`config.mk`:
```
export PLATFORM = sky130hd
export DESIGN_NAME = pw_checking
export DESIGN_NICKNAME = d
export VERILOG_FILES = /design/src/rtl/pw_pkg.sv /design/src/rtl/pw_lockout_timer.sv /design/src/rtl/pw_checking.sv
export SDC_FILE = /design/constraint.sdc
export NUM_CORES = 1
export LEC_CHECK = 0
export ABC_AREA = 1
export CORE_ASPECT_RATIO = 0.9
export CORE_MARGIN = 4
export CORE_UTILIZATION = 30
export CTS_BUF_LIST = sky130_fd_sc_hd__clkbuf_8
export DETAILED_ROUTE_END_ITERATION = 7
export REMOVE_ABC_BUFFERS = 1
export SLEW_MARGIN = 20
export SYNTH_ARGS = -nofsm -noshare
export SYNTH_HDL_FRONTEND = slang
export SYNTH_HIERARCHICAL = 1
export SYNTH_SLANG_ARGS = --single-unit
```
`constraint.sdc`:
```
create_clock -name clk -period 1.55 [get_ports clk]
set_input_delay 0.3875 -clock clk [delete_from_list [all_inputs] [get_ports clk]]
set_output_delay 0.3875 -clock clk [all_outputs]
set_load 0.1 [all_outputs]
```
`src/rtl/pw_pkg.sv`:
```
// Shared definitions for the password-check stage: widths, erased-slot marker, FSM state encoding.
package pw_pkg;
  localparam int DIGIT_W    = 4;
  localparam int PW_W       = 16;
  localparam int ROM_ADDR_W = 5;
  localparam logic [PW_W-1:0] PW_ERASED = 16'hFFFF;

  typedef enum logic [3:0] {
    S_IDLE,
    S_DIG1,
    S_DIG2,
    S_DIG3,
    S_DIG4,
    S_ROM_ADDR,
    S_ROM_WAIT,
    S_ROM_CATCH,
    S_COMPARE,
    S_GRANTED,
    S_FAIL,
    S_LOCKOUT
  } pw_state_t;
endpackage

```
`src/rtl/pw_lockout_timer.sv`:
```
// Lockout hold timer: start loads the down-counter, locked stays high for LOCKOUT_CYCLES cycles.
// Only built when PW_LOCKOUT_EN is defined.
`ifdef PW_LOCKOUT_EN
module pw_lockout_timer #(
  parameter int LOCKOUT_CYCLES = 50_000_000
) (
  input  logic clk,
  input  logic rst,
  input  logic i_start,
  input  logic i_clear,
  output logic o_locked,
  output logic o_done
);
  localparam int CNT_W = (LOCKOUT_CYCLES > 1) ? $clog2(LOCKOUT_CYCLES) : 1;

  logic [CNT_W-1:0] r_cnt;
  logic             r_locked;

  always_ff @(posedge clk or negedge rst) begin
    if (!rst) begin
      r_cnt    <= '0;
      r_locked <= 1'b0;
    end else if (i_clear) begin
      r_cnt    <= '0;
      r_locked <= 1'b0;
    end else if (i_start) begin
      r_cnt    <= CNT_W'(LOCKOUT_CYCLES - 1);
      r_locked <= 1'b1;
    end else if (r_locked) begin
      if (r_cnt == '0) r_locked <= 1'b0;
      else             r_cnt    <= r_cnt - 1'b1;
    end
  end

  assign o_locked = r_locked;
  assign o_done   = r_locked && (r_cnt == '0);
endmodule
`endif

```
`src/rtl/pw_checking.sv`:
```
// Password stage behind the user-ID checker: collects 4 digits, compares with the ROM entry for intID.
// Optional timed lockout release via PW_LOCKOUT_EN; otherwise lockout holds until log_out/matchID drop.
module pw_checking
  import pw_pkg::*;
#(
  parameter int MAX_ATTEMPTS = 3,
  parameter int ROM_WAIT     = 2
`ifdef PW_LOCKOUT_EN
  ,parameter int LOCKOUT_CYCLES = 50_000_000
`endif
) (
  input  logic                  clk,
  input  logic                  rst,
  input  logic [DIGIT_W-1:0]    pwdigit,
  input  logic                  pwenter,
  input  logic                  log_out,
  input  logic                  matchID,
  input  logic                  isGuest,
  input  logic [2:0]            intID,
  input  logic [PW_W-1:0]       q_PW_ROM,
  output logic [ROM_ADDR_W-1:0] addr_PW_ROM,
  output logic                  matchPW,
  output logic                  pwFail,
  output logic                  lockedOut,
  output logic [3:0]            o_dbg_state,
  output logic [2:0]            o_dbg_attempt
);
  localparam int              WAIT_W    = (ROM_WAIT > 1) ? $clog2(ROM_WAIT) : 1;
  localparam logic [WAIT_W-1:0] WAIT_LAST = WAIT_W'(ROM_WAIT - 1);
  localparam logic [2:0]      ATT_LAST  = 3'(MAX_ATTEMPTS - 1);

  pw_state_t             r_state, w_next;
  logic [PW_W-1:0]       r_pw, r_data;
  logic [2:0]            r_attempt;
  logic [WAIT_W-1:0]     r_wait_cnt;
  logic [ROM_ADDR_W-1:0] r_addr;
  logic                  w_take;

  // pwenter is a one-cycle strobe; it is only honoured in a digit state and never alongside log_out.
  assign w_take = pwenter && !log_out;

`ifdef PW_LOCKOUT_EN
  logic w_lock_level, w_lock_done;

  pw_lockout_timer #(.LOCKOUT_CYCLES(LOCKOUT_CYCLES)) u_lockout_timer (
    .clk      (clk),
    .rst      (rst),
    .i_start  ((r_state == S_FAIL) && (w_next == S_LOCKOUT)),
    .i_clear  (w_next == S_IDLE),
    .o_locked (w_lock_level),
    .o_done   (w_lock_done)
  );
  assign lockedOut = w_lock_level;
`else
  assign lockedOut = (r_state == S_LOCKOUT);
`endif

  always_ff @(posedge clk or negedge rst) begin
    if (!rst) r_state <= S_IDLE;
    else      r_state <= w_next;
  end

  always_comb begin
    w_next = r_state;
    case (r_state)
      S_IDLE:      if (matchID) w_next = S_DIG1;
      S_DIG1:      if (w_take) w_next = S_DIG2;
      S_DIG2:      if (w_take) w_next = S_DIG3;
      S_DIG3:      if (w_take) w_next = S_DIG4;
      S_DIG4:      if (w_take) w_next = S_ROM_ADDR;
      S_ROM_ADDR:  w_next = S_ROM_WAIT;
      S_ROM_WAIT:  if (r_wait_cnt == WAIT_LAST) w_next = S_ROM_CATCH;
      S_ROM_CATCH: w_next = S_COMPARE;
      S_COMPARE:   w_next = ((r_data != PW_ERASED) && (r_pw == r_data)) ? S_GRANTED : S_FAIL;
      S_GRANTED:   w_next = S_GRANTED;
      S_FAIL:      w_next = (r_attempt == ATT_LAST) ? S_LOCKOUT : S_DIG1;
      S_LOCKOUT: begin
`ifdef PW_LOCKOUT_EN
        if (w_lock_done) w_next = S_DIG1;
`endif
      end
      default:     w_next = S_IDLE;
    endcase
    // Session aborts outrank every normal transition.
    if (log_out || (!matchID && (r_state != S_IDLE))) w_next = S_IDLE;
  end

  always_ff @(posedge clk or negedge rst) begin
    if (!rst) begin
      r_pw       <= '0;
      r_data     <= '0;
      r_attempt  <= '0;
      r_wait_cnt <= '0;
      r_addr     <= '0;
    end else begin
      case (r_state)
        S_IDLE: begin
          r_pw      <= '0;
          r_data    <= '0;
          r_attempt <= '0;
          r_addr    <= '0;
        end
        S_DIG1:      if (w_take) r_pw[15:12] <= pwdigit;
        S_DIG2:      if (w_take) r_pw[11:8]  <= pwdigit;
        S_DIG3:      if (w_take) r_pw[7:4]   <= pwdigit;
        S_DIG4:      if (w_take) r_pw[3:0]   <= pwdigit;
        // A guest always reads slot 0.
        S_ROM_ADDR:  r_addr <= isGuest ? '0 : {2'b00, intID};
        S_ROM_CATCH: r_data <= q_PW_ROM;
        S_FAIL: begin
          r_pw <= '0;
          if (r_attempt != 3'd7) r_attempt <= r_attempt + 3'd1;
        end
`ifdef PW_LOCKOUT_EN
        S_LOCKOUT:   if (w_lock_done) r_attempt <= '0;
`endif
        default: ;
      endcase
      r_wait_cnt <= ((r_state == S_ROM_WAIT) && (r_wait_cnt != WAIT_LAST)) ? r_wait_cnt + 1'b1 : '0;
    end
  end

  assign addr_PW_ROM   = r_addr;
  assign matchPW       = (r_state == S_GRANTED);
  assign pwFail        = (r_state == S_FAIL);
  assign o_dbg_state   = r_state;
  assign o_dbg_attempt = r_attempt;
endmodule

```
# Word-level counts from Yosys, hierarchy flattened

Index checks and enable logic that the tools add are counted.

Output and inout bits: 15
Input bits: 29
Bits in registers: 45
Word-level logic and storage cells: 83

Equality and inequality tests: 27
$add $sub $neg: 2
Reductions and logical operators: 23
Multiplexer cells: 21
Bitwise gates (word level): 1

Operator list:

| kind                 | count |
|---|---|
| $pmux 4 s12          | 1 |
| $mux 4               | 9 |
| $pmux 16 s2          | 1 |
| $pmux 4 s2           | 4 |
| $ne 3x3->1 const B   | 7 |
| $eq 16x16->1         | 1 |
| $eq 4x3->1 const B   | 4 |
| $eq 4x4->1 const B   | 4 |
| $ne 16x16->1 const B | 1 |
| $reduce_bool 2->1    | 7 |
| $pmux 5 s2           | 1 |
| $reduce_and 2->1     | 5 |
| $eq 4x2->1 const B   | 2 |
| $ne 2x2->1 const B   | 4 |
| $reduce_and 7->1     | 1 |
| $mux 3               | 2 |
| $pmux 3 s2           | 1 |
| $eq 4x1->1 const B   | 1 |
| $logic_and 1x1->1    | 4 |
| $logic_not 4->1      | 1 |
| $ne 2x1->1 const B   | 2 |
| $reduce_bool 4->1    | 1 |
| $add 3x1->3 const B  | 1 |
| $eq 3x2->1 const B   | 1 |
| other kinds (7)      | 8 |

# Longest topological paths before layout

Depth after elaboration: 5
Depth in mapped cells: 11
Mapped depth without buffers: 11

# Worst setup path before layout

OpenSTA, ideal clock, no wires.

Kind: reg-to-output
Start point: register r_state[0], in the netlist o_dbg_state[0]
End point: output matchPW
Setup slack: -1.519 ns
Cell stages (with the launch flop): 5
Arrival time: 2.682 ns
Data required time: 1.162 ns
Path buffers: 0
Path through: dfrtp_1 inv_1 nor2_1 inv_1 nor2_1

Longest elaborated chain between the ends: 1

Ends and longest elaborated chain:

| item                   | line               | RTL |
|---|---|---|
| from (decl)            | pw_checking.sv:32  | `pw_state_t r_state, w_next;` |
| from (signal assigned) | pw_checking.sv:60  | `else r_state <= w_next;` |
| $eq 4x4->1             | pw_checking.sv:124 | `assign matchPW = (r_state == S_GRANTED);` |
| to (decl)              | pw_checking.sv:22  | `output logic matchPW,` |

Every way passes these cells.

# Worst setup path in the final report

Start point: register r_state[0], in the netlist o_dbg_state[0]
End point: output pwFail

Longest elaborated chain between the ends: 1

Ends and longest elaborated chain:

| item       | line               | RTL |
|---|---|---|
| $eq 4x4->1 | pw_checking.sv:125 | `assign pwFail = (r_state == S_FAIL);` |
| to (decl)  | pw_checking.sv:23  | `output logic pwFail,` |

Every way passes these cells.

==> flow_metrics.tcl <==
set metrics [dict create \
    status "finished with violations" \
    violations "setup timing" \
    wl_met2_um 3220 \
    final_cell_area_um2 3730 \
    synthCells 316 \
    period_needed_ps 1710 \
    die_h_um 91.5 \
    drt_first_pass_iters 4 \
    clk_path_buf_depth 2 \
    seq_area_um2 1080 \
    grt_usage_pct 14.3 \
    arrival_ps 1320 \
    synth_area_leader_cell "dfrtp_1" \
    multi_input_area_um2 1240 \
    cts_root_buffer "clkbuf_8" \
    synth_area_um2 2320 \
    path_clk_slew_ps 90 \
    cp.required_ps 1160 \
    hold_ws_ps 46.4 \
    internal_power_mw 2.27 \
    clock_latency_ps 300 \
    combPwrFrac_pct 35.8 \
    cp-start-kind "flip-flop" \
    finalClockSkew_ps 10.7 \
    criticalPathCategory "reg -> out" \
    fillCellCount 695 \
    reg2regPathDepth 11 \
    grt_pass1_vias 2252 \
    n_antenna_cell 0 \
    timing.max_cap.violations 0 \
    drt-initial-drc-count 133 \
    ys_seq_area_share_pct 46.3 \
    min_period_over_period_pct 110 \
    ys_ff_latch 43 \
    pwr-share-seq_pct 37.5 \
    post-place-ws_ps -103 \
    swShare_pct 34.7 \
    cts_tree "built" \
    drv_slew 0 \
    top_layer_used "met4" \
    min_path_type "in -> async" \
    num_vias 2242 \
    antenna_found_initial 0 \
    numCtsBuffers 5 \
    die_area_um2 9210 \
    p_per_area_nw_per_um2 933 \
    synth_top_cell_area_share_pct 46.3 \
    ant_nets 0 \
    final_cell_mix "nand2_1 (99), inv_1 (43), dfrtp_1 (40), clkdlybuf4s50_1 (27), buf_4 (25)" \
    synthTopCellsByArea "dfrtp_1 (46%), nand2_1 (18%), inv_1 (8.6%), o21ai_0 (7.8%), nor2_1 (3.2%)" \
    htreeDepth 2 \
    power_mw 3.48 \
    via_per_inst 4.48 \
    hold_buffers 0 \
    layout-drive-gt1-share_pct 33.7 \
    routedWlPerCell_um 13.2 \
    cts.sinks 43 \
    setup_viol 37 \
    setup_slack_ps -162 \
    grt_pass1_wl_um 10600 \
    core_area_um2 7540 \
    grt_max_degree 44 \
    met1_length_um 3020 \
    synth.distinct_cells 28 \
    overflow 0 \
    port_buffers 41 \
    dpl_cell_area_um2 3110 \
    syn_to_final_growth_pct 60.7 \
    wl_met3_um 316 \
    final_common_cell "nand2_1" \
    gp_congestion 0.870 \
    p_sw_mw 1.21 \
    num_rows 30 \
    drc_errors 0 \
    crit_fanout 4 \
    wl_um 6620 \
    start_util_pct 30.8 \
    nets 435 \
    avgSynthCellArea_um2 7.35 \
    fmax_mhz 584 \
    power.leakage_nw 1.74 \
    place_hpwl_um 4490 \
    rsz0062_at_grt "true" \
    ir_worst_vdd_mv 0.410 \
    pwr-share-clk_pct 26.7 \
    crit_path_end_kind "output port" \
    hold_viol 0 \
    ys_warn_count 6 \
    pin_count 44 \
    dieWidth_um 101 \
]
-- through the flow --
stage               utilization, %  TNS (ps)  cells
floorplan                        -    -30970    313
global placement              41.2      -900    468
detailed placement            41.2     -1520    468
CTS                           45.0      -911    488
global route                  49.5     -4950    500
finish                        49.5     -1770    500
-- Yosys cell counts --
cell type	n
nand2_1	113
inv_1	53
dfrtp_1	43
o21ai_0	36
nor2_1	20
inv_2	6
nand4_1	6
nand3_1	4
nor2_2	4
nor2_4	4
ha_1	3
o22ai_1	3
a21oi_2	2
buf_4	2
nand2_2	2
nor3_2	2
o21ai_2	2
a211oi_1	1
a21oi_1	1
buf_2	1
buf_6	1
conb_1	1
nand3b_1	1
nor3_1	1
o2111ai_1	1
o21a_1	1
o221ai_1	1
xor2_1	1
-- critical path: stages (launching register included) --
cell and delay, ps:
dfrtp_2 460, buf_6 140, nor2_4 90, nand2_2 80, inv_4 80, buf_12 170
-- routing by layer --
metal | GRT usage, % | vias to the layer above
met2 | 23.4 | 41
met3 | 3.61 | 8
met1 | 18.9 | 1049
li1 | - | 1144
met4 | 3.25 | 0
met5 | 0 | -
-- area by class of cell --
| class | instances | area share [%] |
|---|---|---|
| clock buffer | 6 | 2.21 |
| clock inverter | 2 | 0.939 |
| inverter | 59 | 6.13 |
| multi-input combinational | 211 | 33.1 |
| sequential | 43 | 28.9 |
| tap | 96 | 3.22 |
| timing repair buffer | 83 | 25.4 |
-- final timing paths --
path | from | end | slack, ps
min in group clk | r_pw[7] | r_pw[7] | 510
hold reg to reg | r_pw[7] | r_pw[7] | 510
setup / recovery | o_dbg_state[0] | pwFail | -160
max in group asynchronous | rst | o_dbg_state[3] | 1260
setup reg to reg | o_dbg_state[2] | o_dbg_state[2] | -130
hold / removal | rst | r_data[6] | 50
-- logic make-up after synthesis --
group	count (synthesis)	synth area share, %
XOR/XNOR	1	0.377
buffers and inverters	63	10.9
flip-flops	43	46.3
AO/OA/AOI/OAI	48	11.7
other	1	0.161
AND/OR/NAND/NOR	157	28.9
adder cells (fa/ha/maj)	3	1.62
-- state kept, by name, indices dropped and copies added (netlist names) --
| signal | cells |
|---|---|
| addr_PW_ROM | 3 |
| o_dbg_attempt | 3 |
| o_dbg_state | 4 |
| r_data | 16 |
| r_pw | 16 |
| r_wait_cnt | 1 |
-- repair_timing --
action                                  in CTS  in global routing
endpoints found under the setup margin      16                 44
cloned                                       0                  1
gates resized for setup                     29                 84
pin swaps                                   12                 18
setup buffers                               13                 11
-- power by group through the flow --
stage          Sequential (mW)  Clock (mW)  Combinational (mW)
2_1_floorplan             1.36           0               0.497
3_5_place_dp              1.32           0               0.924
3_3_place_gp              1.32           0               0.904
5_1_grt                   1.32        1.00                1.38
4_1_cts                   1.30       0.943               0.977
6_report                  1.30       0.930                1.25
Note: power is estimated with default switching activity, not from simulation.
==> edit 1, RTL diff (config.mk and constraints unchanged) <==
Set the package constant `PW_W` to 32 (it was 16).
--- a/src/rtl/pw_pkg.sv
+++ b/src/rtl/pw_pkg.sv
@@ -3,3 +3,3 @@
   localparam int DIGIT_W    = 4;
-  localparam int PW_W       = 16;
+  localparam int PW_W       = 32;
   localparam int ROM_ADDR_W = 5;
Ports: changed (resized q_PW_ROM); port bits go from 44 to 60. No check against the original RTL was run, so the function may have changed too.
==> edit 1 against the original RTL <==
The run still ends with setup timing left. Worst setup slack got worse by 0.020 ns. Worst hold slack improved by 0.39 ns. First-iteration DRC count increased by 8.3%. Clock power increased by 67%. Critical path depth stayed put. Synthesized cell count rose by 44%. Total power is 37% higher. Routed wire length is 34% higher. Sequential cell count increased by 16. Via count up 38%. Design area grew 31%. Area after synthesis up 40%. Sequential power rose by 35%. Count of clock-buffer cells in the layout is 3 higher. Largest cell class unchanged. Largest power group unchanged.
==> edit 1: results (changes against the original RTL) <==
- Hold Crit Class: reg -> reg
- Leakage dissipation: 2.28 nW (+31%)
- Flop-to-flop setup slack: -0.11 ns (+0.02 ns)
- Inverters excl. clock: 76 (+29%)
- Multi-input logic portion of the cell area: 0.335 (+0.00425)
- Placed inst area: 4240 um^2 (+36%)
- Worst EP arrival: 1.34 ns (+0.02 ns)
- DRT iter0 DRCs: 144 (+8.3%)
- Vias in the first global route: 3,150 (+40%)
- Layout Nets: 608 (+40%)
- CTS buffer count: 9 (+4)
- I/O Buffers: 57 (+39%)
- Final Skew: 0.0199 ns (+0.00915 ns)
- Seq/total area: 0.303 (+0.0132)
- Violated checks: setup timing
- Clock network latency to the later pin of the worst-skew pair: 0.35 ns (+0.05 ns)
- Signal buffers: 99 (+19%)
- Share of cells above drive strength 1: 0.230 (-0.107)
- Setup ws final: -0.182 ns (-0.0200 ns)
- Most flops, register: r_data
- Clk sinks: 59 (+37%)
- CP max-delay cell: dfrtp_2
- Grt met1 use: 0.184 (-0.00434)
- #MultiIn Comb: 315 (+49%)
- # H-tree levels: 3 (+1)
- Clock buffer depth: 2 (unchanged)
- Data buffer area share: 0.222 (-0.0322)
- Clock network area share: 0.0445 (+0.0129)
- DR vias/cell: 4.46 (-0.48%)
- Worst VDD drop: 448 uV (+9.3%)
- Total Routed Length: 8840 um (+34%)
- Power per cell area: 977 nW/um^2 (+4.7%)
- Gr usage total: 0.140 (-0.00266)
- First-pass GRT wire length: 14,300 um (+35%)
- Filler cell count: 991 (+43%)
- Largest net degree at the start of global routing: 29 (-34%)
- Place WS: -0.157 ns (-0.0531 ns)
- Worst-path maximum fanout: 5 (+1)
- Sequential cell area fraction in the yosys report: 0.454 (-0.00934)
- Max incr delay on CP: 0.46 ns (about the same)
- Avg Cell Area, Syn: 7.13 um^2 (-3.0%)
- Initial antenna violation count: 0 (unchanged)
- Yosys cell types: 34 (+21%)
- Met3 track demand over resource: 0.0327 (-0.00340)
- Outcome: complete, but fails checks
- Met2 usage: 0.228 (-0.00540)
- Synth top area cells: dfrtp_1 45%, nand2_1 20%, inv_1 7.7%
- TritonRoute pass-1 iters: 4 (unchanged)
- GPL Wtd Cong: 0.802 (-7.9%)
- Commonest cells in the netlist: 172 x nand2_1, 67 x inv_1, 59 x dfrtp_1, 44 x nor2_1, 41 x o21ai_0
- Hold slack: 0.433 ns (+0.387 ns)
- Endpoints failing setup: 19 (-49%)
- DP HPWL: 6360 um (+42%)
==> edit 1: changes by cell type after synthesis, sizes merged, moves of 6 or more <==
| cell | before | now |
|---|---|---|
| nand2 | 115 | 177 |
| nor2 | 28 | 54 |
| dfrtp | 43 | 59 |
| inv | 59 | 75 |
| o21ai | 38 | 47 |
| nand3 | 4 | 10 |
==> edit 1: metal layers <==
layer | wire length (um) | up-vias
li1 | - | 1599
met1 | 4130 | 1423
met2 | 4340 | 71
met3 | 333 | 4
met4 | 35 | 0
met5 | 0 | -
==> edit 1: path summary, 6_finish.rpt <==
path | start | endpoint | cells past startpoint
min | r_wait_cnt$_DFF_PN0_ | r_wait_cnt$_DFF_PN0_ | 1
max | o_dbg_state[0]$_DFFE_PN0P_ | matchPW | 5
max reg2reg | o_dbg_state[0]$_DFFE_PN0P_ | o_dbg_state[1]$_DFFE_PN0P_ | 11
min reg2reg | r_wait_cnt$_DFF_PN0_ | r_wait_cnt$_DFF_PN0_ | 1
min in group asynchronous | rst | o_dbg_attempt[1]$_DFFE_PN0P_ | 2
max in group asynchronous | rst | r_pw[10]$_DFFE_PN0P_ | 3
==> edit 1: repair_timing <==
action	in CTS	in global routing
resized for setup	26	65
endpoints found under the hold margin	14	0
cloned	0	1
pin swaps	10	9
buffers inserted	12	10
hold buffers	1	0
endpoints found under the setup margin	13	58
==> edit 1: report_power, final <==
part / switching, mW / internal (mW) / leakage, nW
clock network: 0.647 / 0.901 / 0.111
registers: 0.106 / 1.65 / 0.808
logic: 0.884 / 0.597 / 1.36
total: 1.64 / 3.15 / 2.28
==> edit 1: kinds of logic (layout without fill, tap and decap cells) <==
kind of cell | Yosys count | count (layout) | synth area share
AO/OA/AOI/OAI | 60 | 60 | 0.104
adder cells (fa/ha/maj) | 3 | 3 | 0.0115
AND/OR/NAND/NOR | 248 | 249 | 0.321
buffers and inverters | 84 | 191 | 0.105
XOR/XNOR | 1 | 1 | 0.00269
other | 1 | 2 | 0.00115
flip-flops | 59 | 59 | 0.454
==> edit 1: stage by stage <==
step,std cells,setup TNS [ns]
after floorplan,449,-47.08
after detailed placement,655,-2.20
after global routing,694,-3.76
after CTS,683,-0.734
final,694,-1.08
after global placement,655,-1.64
==> edit 1: worst reg2reg max path, stage by stage (launching register included) <==
cell and delay [ns]:
dfrtp_2 0.47, inv_2 0.11, nor2_4 0.04, buf_4 0.13, buf_6 0.11, nand2_4 0.06, nand4_1 0.13, nand2_2 0.11
nand2_2 0.07, nor3_4 0.21, nand2_1 0.08, nand2_1 0.06
==> edit 2, RTL diff (config.mk and constraints unchanged) <==
Made on the original files. Put one more register stage on the output `addr_PW_ROM`, without a reset. The value now appears one clock later. The other outputs are not delayed to match.
--- a/src/rtl/pw_checking.sv
+++ b/src/rtl/pw_checking.sv
@@ -122,3 +122,5 @@
 
-  assign addr_PW_ROM   = r_addr;
+  always_ff @(posedge clk) begin
+    addr_PW_ROM <= r_addr;
+  end
   assign matchPW       = (r_state == S_GRANTED);
Formal check against the unedited RTL: not equivalent (Yosys sat finds a counterexample within 10 cycles, from zero or initial values and one cycle with rst low).
==> edit 2 against the original RTL <==
The flow still finishes with violations (setup timing). Highest routed layer unchanged. Design area is 1.3% lower. Largest cell class is now flip-flops and latches. Area after synthesis is 2.6% higher. Total power is 5.5% higher. Sequential cell count is 3 higher. Routed wire length is 1.4% lower. Worst setup slack worse by 0.0091 ns. Sequential share of layout area is 2.0 points higher. Clock skew is 0.0054 ns lower. Largest power group unchanged.
==> edit 2: results (changes against the original RTL) <==
- First-pass GRT wire length: 10,100 um (-5.0%)
- Combinational power: 1.18 mW (-6%)
- Power share of the combinational group: 0.322 (-0.036)
- Metal2 WL: 3060 um (-4.7%)
- Met3 track demand over resource: 0.0294 (-0.00673)
- Outcome: complete, but fails checks
- Synth top area cells: dfrtp_1 45%, nand2_1 18%, inv_1 8.4%
- Leakage dissipation: 1.72 nW (-1.3%)
- Clock network area share: 0.0387 (+0.00722)
- Final Skew: 0.00536 ns (-0.00536 ns)
- Syn Inst Count: 319 (+0.95%)
- Multi-input gate area: 1140 um^2 (-7.9%)
- Top cell type's share of synthesized area: 0.452 (-0.0117)
- Setup TNS: -1.47 ns (+0.301 ns)
- Seq/total area: 0.309 (+0.0199)
- Ys async rst share: 0.935 (-0.0652)
- Clock network power: 1.11 mW (+19%)
- Met3 routed WL: 297 um (-6.0%)
- Hold slack: 0.0238 ns (-0.0226 ns)
- Share of cells above drive strength 1: 0.277 (-0.0594)
- Worst-path maximum fanout: 6 (+2)
- Setup ws final: -0.171 ns (-0.00911 ns)
- Place WS: -0.109 ns (-0.00569 ns)
- Postcts setup bufs: 11 (-2)
- Filler cell count: 732 (+5.3%)
- Vias: 2,265 (+1.0%)
- Yosys cell types: 29 (+3.6%)
- Violated checks: setup timing
- Grt met1 use: 0.186 (-0.00275)
- Gr usage total: 0.136 (-0.00663)
- Met2 usage: 0.216 (-0.0179)
- DR vias/cell: 4.53 (+1.0%)
- Max incr delay on CP: 0.48 ns (+0.02 ns)
- R2r startpoint: o_dbg_state[0]$_DFFE_PN0P_
- Placed inst area: 3180 um^2 (+2.2%)
- Total Routed Length: 6520 um (-1.4%)
- Endpoints failing setup: 24 (-35%)
- Sequential cell area fraction in the yosys report: 0.477 (+0.0135)
- Placed cells: 472 (+0.85%)
- Post-CTS sizing: 30 (+3.4%)
- Avg Cell Area, Syn: 7.47 um^2 (+1.6%)
- Worst VDD drop: 450 uV (+9.8%)
- P_int: 2.49 mW (+9.3%)
- DRT iter0 DRCs: 124 (-6.8%)
- Data buffer area share: 0.248 (-0.00640)
edit 2: worst max-delay path: cells and delay by family, from the launching register on:
kind	cells	cell delay [ns]
flops	1	0.48
buf+inv	4	0.54
edit 2: cells by family after synthesis:
| group | share of synthesized area |
|---|---|
| xor+xnor | 0.00368 |
| buf+inv | 0.106 |
| other cells | 0.00157 |
| compound gates | 0.114 |
| flops | 0.477 |
| fa+ha+maj | 0.0158 |
| simple gates | 0.282 |
edit 2: how the worst max path moves through the flow:
stage | to | depth (start not counted) | startpoint
floorplan | matchPW | 4 | o_dbg_state[0]$_DFFE_PN0P_
global placement | o_dbg_state[2]$_DFFE_PN0P_ | 8 | log_out
detailed placement | o_dbg_state[2]$_DFFE_PN0P_ | 8 | log_out
CTS | matchPW | 5 | o_dbg_state[0]$_DFFE_PN0P_
global route | matchPW | 5 | o_dbg_state[0]$_DFFE_PN0P_
finish | o_dbg_state[0] | 4 | o_dbg_state[0]$_DFFE_PN0P_
